$ cat config.mk
export PLATFORM = sky130hd
export DESIGN_NAME = fn_equiv_sweeper
export DESIGN_NICKNAME = d
export VERILOG_FILES = /design/src/rtl/fn_equiv_sweeper.sv
export SDC_FILE = /design/constraint.sdc
export NUM_CORES = 1
export LEC_CHECK = 0
export ABC_AREA = 1
export ABC_CLOCK_PERIOD_IN_PS = 1250
export CAP_MARGIN = 20
export CORE_ASPECT_RATIO = 1.75
export CORE_MARGIN = 2
export CORE_UTILIZATION = 45
export DETAILED_ROUTE_END_ITERATION = 8
export HOLD_SLACK_MARGIN = 0.03
export PLACE_DENSITY_LB_ADDON = 0.08
export SYNTH_ARGS = -nofsm -noshare
export SYNTH_HDL_FRONTEND = slang
export SYNTH_SLANG_ARGS = --single-unit
$ cat constraint.sdc
create_clock -name i_clk -period 1.25 [get_ports i_clk]
set_input_delay 0.375 -clock i_clk [delete_from_list [all_inputs] [get_ports i_clk]]
set_output_delay 0.375 -clock i_clk [all_outputs]
set_load 0.01 [all_outputs]
$ cat src/rtl/fn_equiv_sweeper.sv
// rtl/fn_equiv_sweeper.sv - exhaustive equivalence sweep of original vs minimised per-lane logic
// Walks every A/B/C vector once, counting and capturing mismatches between the two paths.
module fn_equiv_sweeper #(
  parameter int NCH   = 2,
  parameter int CNT_W = 8
) (
  input  logic               i_clk,
  input  logic               i_rst,
  input  logic               i_start,
  input  logic [NCH-1:0]     i_flt_mask,
  output logic               o_busy,
  output logic               o_done,
  output logic               o_pass,
  output logic [CNT_W-1:0]   o_err_cnt,
  output logic               o_fail_vld,
  output logic [3*NCH-1:0]   o_fail_vec,
  output logic [NCH-1:0]     o_f_out
);

  localparam int VW = 3 * NCH;

  typedef enum logic [1:0] {
    S_IDLE  = 2'd0,
    S_SWEEP = 2'd1,
    S_DONE  = 2'd2
  } state_t;

  state_t           r_state;
  state_t           w_next;
  logic [VW-1:0]    r_vec;
  logic [NCH-1:0]   r_mask;
  logic             r_pass;
  logic [CNT_W-1:0] r_err_cnt;
  logic             r_fail_vld;
  logic [VW-1:0]    r_fail_vec;
  logic [NCH-1:0]   r_f_out;

  logic [NCH-1:0]   w_a;
  logic [NCH-1:0]   w_b;
  logic [NCH-1:0]   w_c;
  logic [NCH-1:0]   w_fo;
  logic [NCH-1:0]   w_fm;
  logic             w_mismatch;
  logic             w_last;

  assign w_a = r_vec[NCH-1:0];
  assign w_b = r_vec[2*NCH-1:NCH];
  assign w_c = r_vec[VW-1:2*NCH];

  // Both forms are kept literally so the fault mask is the only source of divergence.
  assign w_fo       = (w_a & w_b) | (w_a & ~w_b & w_c);
  assign w_fm       = w_a & (w_b | w_c) & ~r_mask;
  assign w_mismatch = |(w_fo ^ w_fm);
  assign w_last     = &r_vec;

  always_ff @(posedge i_clk) begin
    if (i_rst) begin
      r_state <= S_IDLE;
    end else begin
      r_state <= w_next;
    end
  end

  always_comb begin
    w_next = r_state;
    case (r_state)
      S_IDLE:  if (i_start) w_next = S_SWEEP;
      S_SWEEP: if (w_last)  w_next = S_DONE;
      S_DONE:  w_next = S_IDLE;
      default: w_next = S_IDLE;
    endcase
  end

  always_comb begin
    o_busy  = (r_state == S_SWEEP);
    o_done  = (r_state == S_DONE);
    o_f_out = (r_state == S_SWEEP) ? r_f_out : '0;
  end

  always_ff @(posedge i_clk) begin
    if (i_rst) begin
      r_vec      <= '0;
      r_mask     <= '0;
      r_pass     <= 1'b0;
      r_err_cnt  <= '0;
      r_fail_vld <= 1'b0;
      r_fail_vec <= '0;
      r_f_out    <= '0;
    end else begin
      case (r_state)
        S_IDLE: begin
          r_f_out <= '0;
          if (i_start) begin
            r_vec      <= '0;
            r_mask     <= i_flt_mask;
            r_pass     <= 1'b0;
            r_err_cnt  <= '0;
            r_fail_vld <= 1'b0;
            r_fail_vec <= '0;
          end
        end
        S_SWEEP: begin
          r_vec   <= r_vec + VW'(1);
          r_f_out <= w_fm;
          if (w_mismatch) begin
            if (r_err_cnt != {CNT_W{1'b1}}) r_err_cnt <= r_err_cnt + CNT_W'(1);
            if (!r_fail_vld) begin
              r_fail_vld <= 1'b1;
              r_fail_vec <= r_vec;
            end
          end
          // The last vector's own mismatch must still veto the verdict.
          if (w_last) r_pass <= !(r_fail_vld || w_mismatch);
        end
        default: begin
          r_f_out <= '0;
        end
      endcase
    end
  end

  assign o_pass     = r_pass;
  assign o_err_cnt  = r_err_cnt;
  assign o_fail_vld = r_fail_vld;
  assign o_fail_vec = r_fail_vec;

endmodule

# After elaboration in Yosys (flattened, before gate mapping)
# Index checks and enable logic that the tools add are counted.
# word_totals
regBits	28
inputBits	5
out_inout_bits	20
elab_cells	61
# op_classes
addsub	2
n_eq_ne	8
muxes	18
bitwise	11
reduce_logical	14
# ops
op	n
$mux 8	3
$pmux 6 s2	2
$mux 6	3
$pmux 8 s2	1
$and 2x2->2	5
$add 8x1->8 const B	1
$ne 8x8->1 const B	1
$reduce_and 4->1	2
$add 6x1->6 const B	1
$mux 2	3
$ne 2x1->1 const B	3
$reduce_and 2->1	3
$reduce_and 3->1	2
$reduce_and 6->1	1
$ne 2x2->1 const B	2
$not 2->2	2
$or 2x2->2	2
$pmux 1 s2	2
$pmux 2 s2	1
$reduce_or 2->1	2
$mux 1	3
$eq 2x1->1 const B	1
$eq 2x2->1 const B	1
$logic_not 2->1	1
5 further kinds	5

# Logic depth before layout (Yosys ltp)
# Gate-level depths: netlist of run 1.
# logic_depth
word_depth	10
depth_mapped	10
depth_no_buf	9

# Worst setup path before layout of run 1
# Ideal clock, no wire load.
# synth_timing
path_kind	register -> register
from	reg r_err_cnt[0] (netlist: o_err_cnt[0])
to	reg r_err_cnt[2] (netlist: o_err_cnt[2])
setup_time_ns	0.112
arrival_ns	1.255
required_ns	1.138
setup_slack_ns	-0.118
path_stages_with_launch	9
n_path_buf	0
period_less_slack_ns	1.368
cell_sequence	dfxtp_1 > ha_1 > nand2_1 > nor3_2 > nand2_1 > nor2_2 > nor2_4 > nand3_1 > nand2_1
# synth_between
elab_chain_len	4
word_cells_on_any_way	7
classes_between	1 x add/sub; 2 x eq/ne; 3 x mux; 1 x reduce/logical
# synth_lines
element	line_no	source
start, declared	33	logic [CNT_W-1:0] r_err_cnt;
start signal, assigned	106	if (r_err_cnt != {CNT_W{1'b1}}) r_err_cnt <= r_err_cnt + CNT_W'(1);
$add 8x1->8	106	
$mux 8	106	
$mux 8	105	if (w_mismatch) begin
$pmux 8 s2	90	case (r_state)
# Parallel ways exist; a longest one is shown, timed or not. The select of a mux whose other input is x is not followed.
# A chain may end at the register's enable or synchronous reset.

# Worst setup path after layout of run 1
# layout_timing
from	reg r_state[1]
to	out o_f_out[1]
# layout_between
elab_chain_len	2
# layout_lines
element	line_no	source
start, declared	28	state_t r_state;
start signal, assigned	60	r_state <= w_next;
$eq 2x1->1	77	o_f_out = (r_state == S_SWEEP) ? r_f_out : '0;
$mux 2	77	
end, declared	17	output logic [NCH-1:0] o_f_out
# Every way passes these cells.

==> flow_summary.toml, run 1 <==
[power_and_ir_drop]
total_power_mw = 1.69
power.leakage_nw = 1.03
power.ir.vdd_worst_mv = 0.676
power_density_nw_per_um2 = 770

[routing]
detail-route-antenna-nets = 0
detailed_router_iteration_count_before_antenna_repair = 4
finalWirelength_um = 4170
via_count = 1519
drc_errors = 0
dr.first_iter.drc_count = 29
vias_per_cell = 5.06
routedWlPerCell_um = 13.9

[sta]
worst_hold_margin_ns = 0.486
finalClockSkew_ns = 0.00234
hold_viol = 0
worst_pin_slew_ns = 0.271
setup-violations-final = 20
layout_min_cycle_time_ns = 1.44
peak_clock_frequency_supported_by_timing_mhz = 696
setup_ws_ns = -0.187
period_share_pct = 115
final-max-slew-violation-count = 0
grt_setup_unrepaired = "true"
timing.max_slew.rel_slack_pct = 81.9

[final_layout]
finalNetCount = 265
layout-drive-gt1-share_pct = 47.9
layout_common_cells = "nand2_1 (34), buf_4 (32), dfxtp_1 (19)"
area_growth_pct = 53.8
finalCoreUtilization_pct = 71.5
mostFrequentLayoutCell = "nand2_1"
layout.area.seq_um2 = 584
antenna_cells_inserted = 0
number_of_fill_cells = 252
finalNonFillerCells = 300
area_of_the_multi_input_gates_um2 = 910

[worst_setup_path]
timing.critical_path.fanout_max = 3
timing.critical_path.arrival_ns = 1.06
slowest_stage = "dfxtp_4"
timing.critical_path.from_type = "register"
setup.worst_path.end_class = "output port"
crit_type = "reg2out"
cell_by_cell_trace_of_the_critical_path = "nor2_4 > inv_2 > nor2_1 > buf_2"
critical-path-max-stage-delay_ns = 0.37
worstPathRequired_ns = 0.88

[floorplanning]
fp.coreArea_um2 = 3070
ios = 25
initial_utilization_pct = 46.5
die_h_um = 78.5
die_width_um = 46.6
placementRows = 27
die_area_um2 = 3660

[synthesis]
synth_seq_area_share_pct = 39.2
synth_top_area_cell = "dfxtp_1"
postSynthCellCount = 192
synth.avg_cell_area_um2 = 7.44
postSynthRegisterBits = 28
synthDistinctLibCells = 24
ys_warn_count = 0
area_share_of_the_leading_cell_type_in_the_synthesized_netlist_pct = 39.2
netlist_top_cells_area = "dfxtp_1 (39%), nand2_1 (11%), nand3_1 (8.4%), inv_1 (5.0%), nand3_4 (4.9%)"
synth_area_um2 = 1430
synth_nets = 199

[placement]
port_buffers = 24
dpl.cell_count = 289
dp_hpwl_um = 2990
gp_congestion = 0.804

[global_route]
global_route_wire_length_before_repair_um = 6240
maximum_number_of_pins_on_one_net_before_global_route_repair = 16
overflow = 0
grtUsageTotal_pct = 23.3
grt_pass1_vias = 1440
grt_antenna_before_repair = 0

[hold_path]
hold_path_class = "reg2reg"

[cts]
tritoncts_clock_tree = "yes"
clkLatencyLatePin_ns = 0.28
cts_hold_buffers = 0
cts-htree-levels = 1
cts_root_buffer = "clkbuf_8"
cts_made_buffers = 3
cts_buffer_depth = 2
cts_sinks = 28
clk_pin_slew_worst_paths_ns = 0.09

[outcome]
failed_checks = "negative setup slack"
run_status = "finished, violations left"

[job]
maxCapViolations = 0
power by group:
part | switching, mW | leakage, nW | internal [mW] | total (mW)
registers | 0.0169 | 0.232 | 0.899 | 0.916
logic | 0.156 | 0.774 | 0.113 | 0.269
clock network | 0.279 | 0.0228 | 0.229 | 0.507
total | 0.452 | 1.03 | 1.24 | 1.69
state kept, by name, summed over array words and instances, names as in the netlist:
register,cells
o_fail_vec,6
r_mask,2
o_fail_vld,1
r_vec,6
o_err_cnt,8
r_state,2
r_f_out,2
o_pass,1
cell families after synthesis:
family                   Yosys count  synth area share, %
buffers and inverters             29                 8.32
AO/OA/AOI/OAI                     24                 8.76
flip-flops                        28                 39.2
AND/OR/NAND/NOR                  109                 41.9
adder cells (fa/ha/maj)            2                 1.75
layout make-up:
type                       count  share of cell area [%]
tap                           43                    2.45
multi-input combinational    135                    41.4
sequential                    28                    26.6
timing repair buffer          65                    22.9
clock buffer                   4                    2.05
inverter                      25                    4.61
critical path, delay by kind of cell, from the launching register on:
family                 cells  cell delay, ns
and+or+nand+nor            2            0.23
buffers and inverters      2            0.19
DFF                        1            0.37
worst paths after layout:
path	startpoint	endpoint	slack, ns	depth (start not counted)
worst min-delay path	o_fail_vec[4]$_SDFFE_PP0P_	o_fail_vec[4]$_SDFFE_PP0P_	0.49	2
worst max register to register	r_state[1]$_SDFFE_PP0P_	o_err_cnt[0]$_SDFFE_PP0P_	-0.15	8
worst max-delay path	r_state[1]$_SDFFE_PP0P_	o_f_out[1]	-0.19	4
worst min register to register	o_fail_vec[4]$_SDFFE_PP0P_	o_fail_vec[4]$_SDFFE_PP0P_	0.49	2
metal layers:
| metal | wire, um | GRT usage (%) | up-vias |
|---|---|---|---|
| li1 | - | - | 760 |
| met3 | 80 | 2.30 | 15 |
| met4 | 154 | 9.71 | 0 |
| met1 | 1400 | 22.2 | 715 |
| met5 | 0 | 0 | - |
| met2 | 2540 | 45.4 | 29 |
metrics by stage:
| stage | TNS, ns | instance area (um2) | setup WS [ns] |
|---|---|---|---|
| finish | -1.83 | 2200 | -0.187 |
| global route | -3.33 | 2200 | -0.252 |
| detailed placement | -8.66 | 1970 | -0.387 |
| global placement | -8.09 | 1970 | -0.364 |
| floorplan | 0 | 1450 | 0.0112 |
| CTS | -1.56 | 2120 | -0.188 |
timing repair:
| item | 4_1_cts | 5_1_grt |
|---|---|---|
| buffers inserted | 3 | 3 |
| resized for setup | 85 | 47 |
| setup endpoints to repair | 47 | 38 |
| pin swaps | 9 | 10 |
| cloned | 0 | 1 |
cells in the mapped netlist, drive strengths merged:
library cell and count:
a21oi 12, a22oi 1, buf 3, clkbuf 1, dfxtp 28, ha 2
inv 25, nand2 51, nand3 28, nand4 7, nor2 21, nor3 1
o211ai 1, o21ai 10, or2 1
No activity file was read; power rests on OpenSTA's default activity.
==> run 2, diff against run 1 <==
- CORE_MARGIN: 2 -> 4
==> run 2 against run 1 <==
Effect of this change: the flow still finishes with violations (negative setup slack); critical endpoint is now o_f_out[0]; sequential power up 0.5%; highest routed layer unchanged; critical path depth up 1; count of clock-buffer cells in the layout unchanged; total power up 10%; fmax down 0.15%; routed wire length up 2.4%; worst hold slack worse by 0.016 ns; non-clock buffer count unchanged; global-route usage down 3.4 points; clock skew up 0.0044 ns; largest power group unchanged; clock power up 27%; sequential share of layout area down 0.74 points.
==> flow_summary.toml, run 2 (synthesis gave the netlist of run 1 again) <==
[outcome]
run_status = "finished, violations left"
failed_checks = "negative setup slack"

[floorplanning]
die_width_um = 50.6
placementRows = 26
die_area_um2 = 4180
initial_utilization_pct = 47.7
ios = 25
die_h_um = 82.5
fp.coreArea_um2 = 2990

[hold_path]
hold_path_class = "reg2reg"

[worst_setup_path]
timing.critical_path.arrival_ns = 1.06
cell_by_cell_trace_of_the_critical_path = "inv_2 > nor2_4 > inv_2 > nor2_1 > buf_2"
slowest_stage = "dfxtp_2"
setup.worst_path.end_class = "output port"
worstPathRequired_ns = 0.88
critical-path-max-stage-delay_ns = 0.35
timing.critical_path.fanout_max = 3
critPathMostFrequentCell = "inv_2"
crit_type = "reg2out"
timing.critical_path.from_type = "register"

[placement]
dpl_cell_area_um2 = 1920
dp_hpwl_um = 2930
dpl.cell_count = 281
gp_congestion = 0.861
pre_cts_slack_ns = -0.382
port_buffers = 24

[sta]
grt_setup_unrepaired = "true"
period_share_pct = 115
worst_pin_slew_ns = 0.255
timing.max_slew.rel_slack_pct = 82.9
setup-violations-final = 19
hold_viol = 0
worst_hold_margin_ns = 0.469
layout_min_cycle_time_ns = 1.44
finalSetupTns_ns = -1.79
setup_ws_ns = -0.189
finalClockSkew_ns = 0.00670
peak_clock_frequency_supported_by_timing_mhz = 695
final-max-slew-violation-count = 0

[final_layout]
layout_common_cells = "buf_4 (35), nand2_1 (34), inv_1 (18)"
layout-drive-gt1-share_pct = 56.8
finalNetCount = 265
area_growth_pct = 60.5
largest_reg_flops = 8
finalNonFillerCells = 299
stdcell_area_um2 = 2290
antenna_cells_inserted = 0
mostFrequentLayoutCell = "buf_4"

[routing]
detailed_router_iteration_count_before_antenna_repair = 4
dr.first_iter.drc_count = 44
finalWirelength_um = 4270
drc_errors = 0
via_count = 1564
detail-route-antenna-nets = 0
vias_per_cell = 5.23
routedWlPerCell_um = 14.3

[global_route]
grtUsageTotal_pct = 19.9
grt_pass1_vias = 1479
global_route.usage.met2_pct = 41.0
global_route_met3_utilization_pct = 2.87
global_route.usage.met1_pct = 18.4
overflow = 0
maximum_number_of_pins_on_one_net_before_global_route_repair = 17
grt_antenna_before_repair = 0
global_route_wire_length_before_repair_um = 6350
busiest_layer = "met2"

[cts]
cts_root_buffer = "clkbuf_8"
clk_pin_slew_worst_paths_ns = 0.09
cts-htree-levels = 1
cts_made_buffers = 3
clkLatencyLatePin_ns = 0.28
cts_buffer_depth = 2
cts_sinks = 28
tritoncts_clock_tree = "yes"

[power_and_ir_drop]
power.ir.vdd_worst_mv = 0.737
power_density_nw_per_um2 = 812
power.leakage_nw = 1.04

[job]
maxCapViolations = 0
-- run 2: worst max-delay path: cells and delay by family, from the launching register on --
kind / cells / cell delay [ns]
flip-flops: 1 / 0.35
buffers and inverters: 3 / 0.25
AND/OR/NAND/NOR: 2 / 0.18
-- run 2: final cells by class --
class	instances	area [um2]
fillers	229	699
multi-input cells	135	971
clock buffers	4	66.3
repair buffers	65	517
well taps	42	52.6
flip-flops and latches	28	593
inverters	25	93.8
-- run 2: what timing repair did --
item	4_1_cts	5_1_grt
buffers inserted	7	11
resized for setup	93	61
pin swaps	6	31
hold buffers	0	0
hold endpoints to repair	0	0
endpoints found under the setup margin	43	35
cloned	0	0
-- run 2: path summary, 6_finish.rpt --
check,start,end,slack (ns),cells past startpoint
worst max register to register,o_err_cnt[0]$_SDFFE_PP0P_,o_err_cnt[1]$_SDFFE_PP0P_,-0.12,8
worst min register to register,o_fail_vec[3]$_SDFFE_PP0P_,o_fail_vec[3]$_SDFFE_PP0P_,0.47,2
worst max-delay path,r_state[0]$_SDFFE_PP0P_,o_f_out[0],-0.19,5
worst min-delay path,o_fail_vec[3]$_SDFFE_PP0P_,o_fail_vec[3]$_SDFFE_PP0P_,0.47,2
-- run 2: power by group --
part	leakage (nW)	internal [mW]	switching (mW)
clock network	0.0339	0.349	0.296
logic	0.768	0.133	0.163
registers	0.237	0.901	0.0198
-- run 2: metrics by stage --
stage	power, mW	utilization (%)
finish	1.86	76.6
global route	1.93	76.6
CTS	1.86	69.9
detailed placement	1.16	64.1
global placement	1.15	64.1
floorplan	1.06	-
-- run 2: layer usage --
| metal | part of all wire (%) | up-vias | wire (um) |
|---|---|---|---|
| li1 | - | 761 | - |
| met1 | 35 | 747 | 1480 |
| met2 | 58 | 41 | 2500 |
| met3 | 2.7 | 15 | 117 |
| met4 | 4.2 | 0 | 178 |
| met5 | 0 | - | 0 |
==> run 3, diff against run 2 <==
- MAX_ROUTING_LAYER: default -> met4
==> run 3 against run 2 <==
Effect of this change: the run still ends with negative setup slack left; fmax is 2.9% lower; non-clock buffer count is 7 lower; sequential share of layout area is 0.44 points higher; critical endpoint is now o_busy.
==> flow_summary.toml, run 3 (synthesis gave the netlist of run 1 again) <==
[floorplanning]
initial_utilization_pct = 47.7
die_width_um = 50.6
fp.coreArea_um2 = 2990
placementRows = 26
ios = 25
die_h_um = 82.5
die_area_um2 = 4180

[sta]
worst_hold_margin_ns = 0.473
timing.max_slew.rel_slack_pct = 83.1
setup_ws_ns = -0.232
finalSetupTns_ns = -1.76
period_share_pct = 119
grt_setup_unrepaired = "true"
worst_pin_slew_ns = 0.254
layout_min_cycle_time_ns = 1.48
setup-violations-final = 20
peak_clock_frequency_supported_by_timing_mhz = 675
finalClockSkew_ns = 0.00190
hold_viol = 0
final-max-slew-violation-count = 0

[worst_setup_path]
critPathMostFrequentCell = "buf_6"
setup.worst_path.end_class = "output port"
crit_type = "reg2out"
timing.critical_path.fanout_max = 3
timing.critical_path.arrival_ns = 1.11
critical-path-max-stage-delay_ns = 0.34
cell_by_cell_trace_of_the_critical_path = "inv_2 > nor2_4 > buf_4 > buf_6 > buf_6"
worstPathRequired_ns = 0.88
timing.critical_path.from_type = "register"
slowest_stage = "dfxtp_2"

[cts]
clkLatencyLatePin_ns = 0.28
cts_made_buffers = 3
tritoncts_clock_tree = "yes"
clk_pin_slew_worst_paths_ns = 0.10
cts_sinks = 28
cts_buffer_depth = 2
cts-htree-levels = 1
cts_root_buffer = "clkbuf_8"

[placement]
port_buffers = 24
pre_cts_slack_ns = -0.366
dp_hpwl_um = 2940
gp_congestion = 0.867

[power_and_ir_drop]
total_power_mw = 1.76
power.leakage_nw = 1.01
power.ir.vdd_worst_mv = 0.769
power_density_nw_per_um2 = 789

[final_layout]
layout_common_cells = "nand2_1 (36), buf_4 (27), inv_1 (18)"
finalNetCount = 258
finalCoreUtilization_pct = 74.5
antenna_cells_inserted = 0
mostFrequentLayoutCell = "nand2_1"
area_growth_pct = 56.1
layout-drive-gt1-share_pct = 52.0
largest_reg_flops = 8

[global_route]
global_route_wire_length_before_repair_um = 6320
maximum_number_of_pins_on_one_net_before_global_route_repair = 16
overflow = 0
grt_pass1_vias = 1467
grtUsageTotal_pct = 20.3
grt_antenna_before_repair = 0

[routing]
via_count = 1482
routed-wl-met2_um = 2300
finalWirelength_um = 4030
wl_met1_um = 1470
route.top_layer_used = "met4"
routedWlPerCell_um = 13.8
drc_errors = 0
route.met3.wl_um = 88
dr.first_iter.drc_count = 41
detailed_router_iteration_count_before_antenna_repair = 4
detail-route-antenna-nets = 0
vias_per_cell = 5.08

[outcome]
run_status = "finished, violations left"
failed_checks = "negative setup slack"

[hold_path]
hold_path_class = "reg2reg"

[job]
maxCapViolations = 0
-- run 3: metal layers --
layer	vias up	global-route usage, %
li1	745	-
met1	686	19.1
met2	35	40.4
met3	16	1.80
met4	0	9.70
met5	-	-
-- run 3: what timing repair did --
item	in CTS	in global routing
cloned	0	1
gates resized for setup	108	30
hold buffers	0	0
setup buffers	2	3
endpoints found under the setup margin	44	37
pin swaps	12	12
-- run 3: area by class of cell --
class	count	area (um2)
clock buffers	4	45.0
flip-flops and latches	28	587
inverters	25	98.8
fillers	211	762
well taps	42	52.6
repair buffers	58	514
multi-input cells	135	933
-- run 3: metrics by stage --
stage | area (um2) | std cells
floorplan | 1450 | 192
CTS | 2120 | 289
detailed placement | 1930 | 283
finish | 2230 | 292
global route | 2230 | 292
global placement | 1930 | 283
-- run 3: worst max-delay path: cells and delay by family (launching register included) --
family	cells	cell delay (ns)
DFF	1	0.34
buffers and inverters	4	0.36
and+or+nand+nor	1	0.13
-- run 3: where the power goes --
part / total, mW / leakage [nW] / internal [mW] / switching, mW
clock network: 0.527 / 0.0228 / 0.229 / 0.298
logic: 0.307 / 0.753 / 0.142 / 0.165
registers: 0.926 / 0.236 / 0.905 / 0.0204
total: 1.76 / 1.01 / 1.28 / 0.484
-- run 3: final timing paths --
path,depth (start not counted),end,startpoint,slack [ns]
worst max-delay path,5,o_busy,r_state[0]$_SDFFE_PP0P_,-0.23
worst min register to register,2,o_fail_vec[5]$_SDFFE_PP0P_,o_fail_vec[5]$_SDFFE_PP0P_,0.47
worst max register to register,11,o_err_cnt[7]$_SDFFE_PP0P_,r_state[0]$_SDFFE_PP0P_,-0.11
worst min-delay path,2,o_fail_vec[5]$_SDFFE_PP0P_,o_fail_vec[5]$_SDFFE_PP0P_,0.47
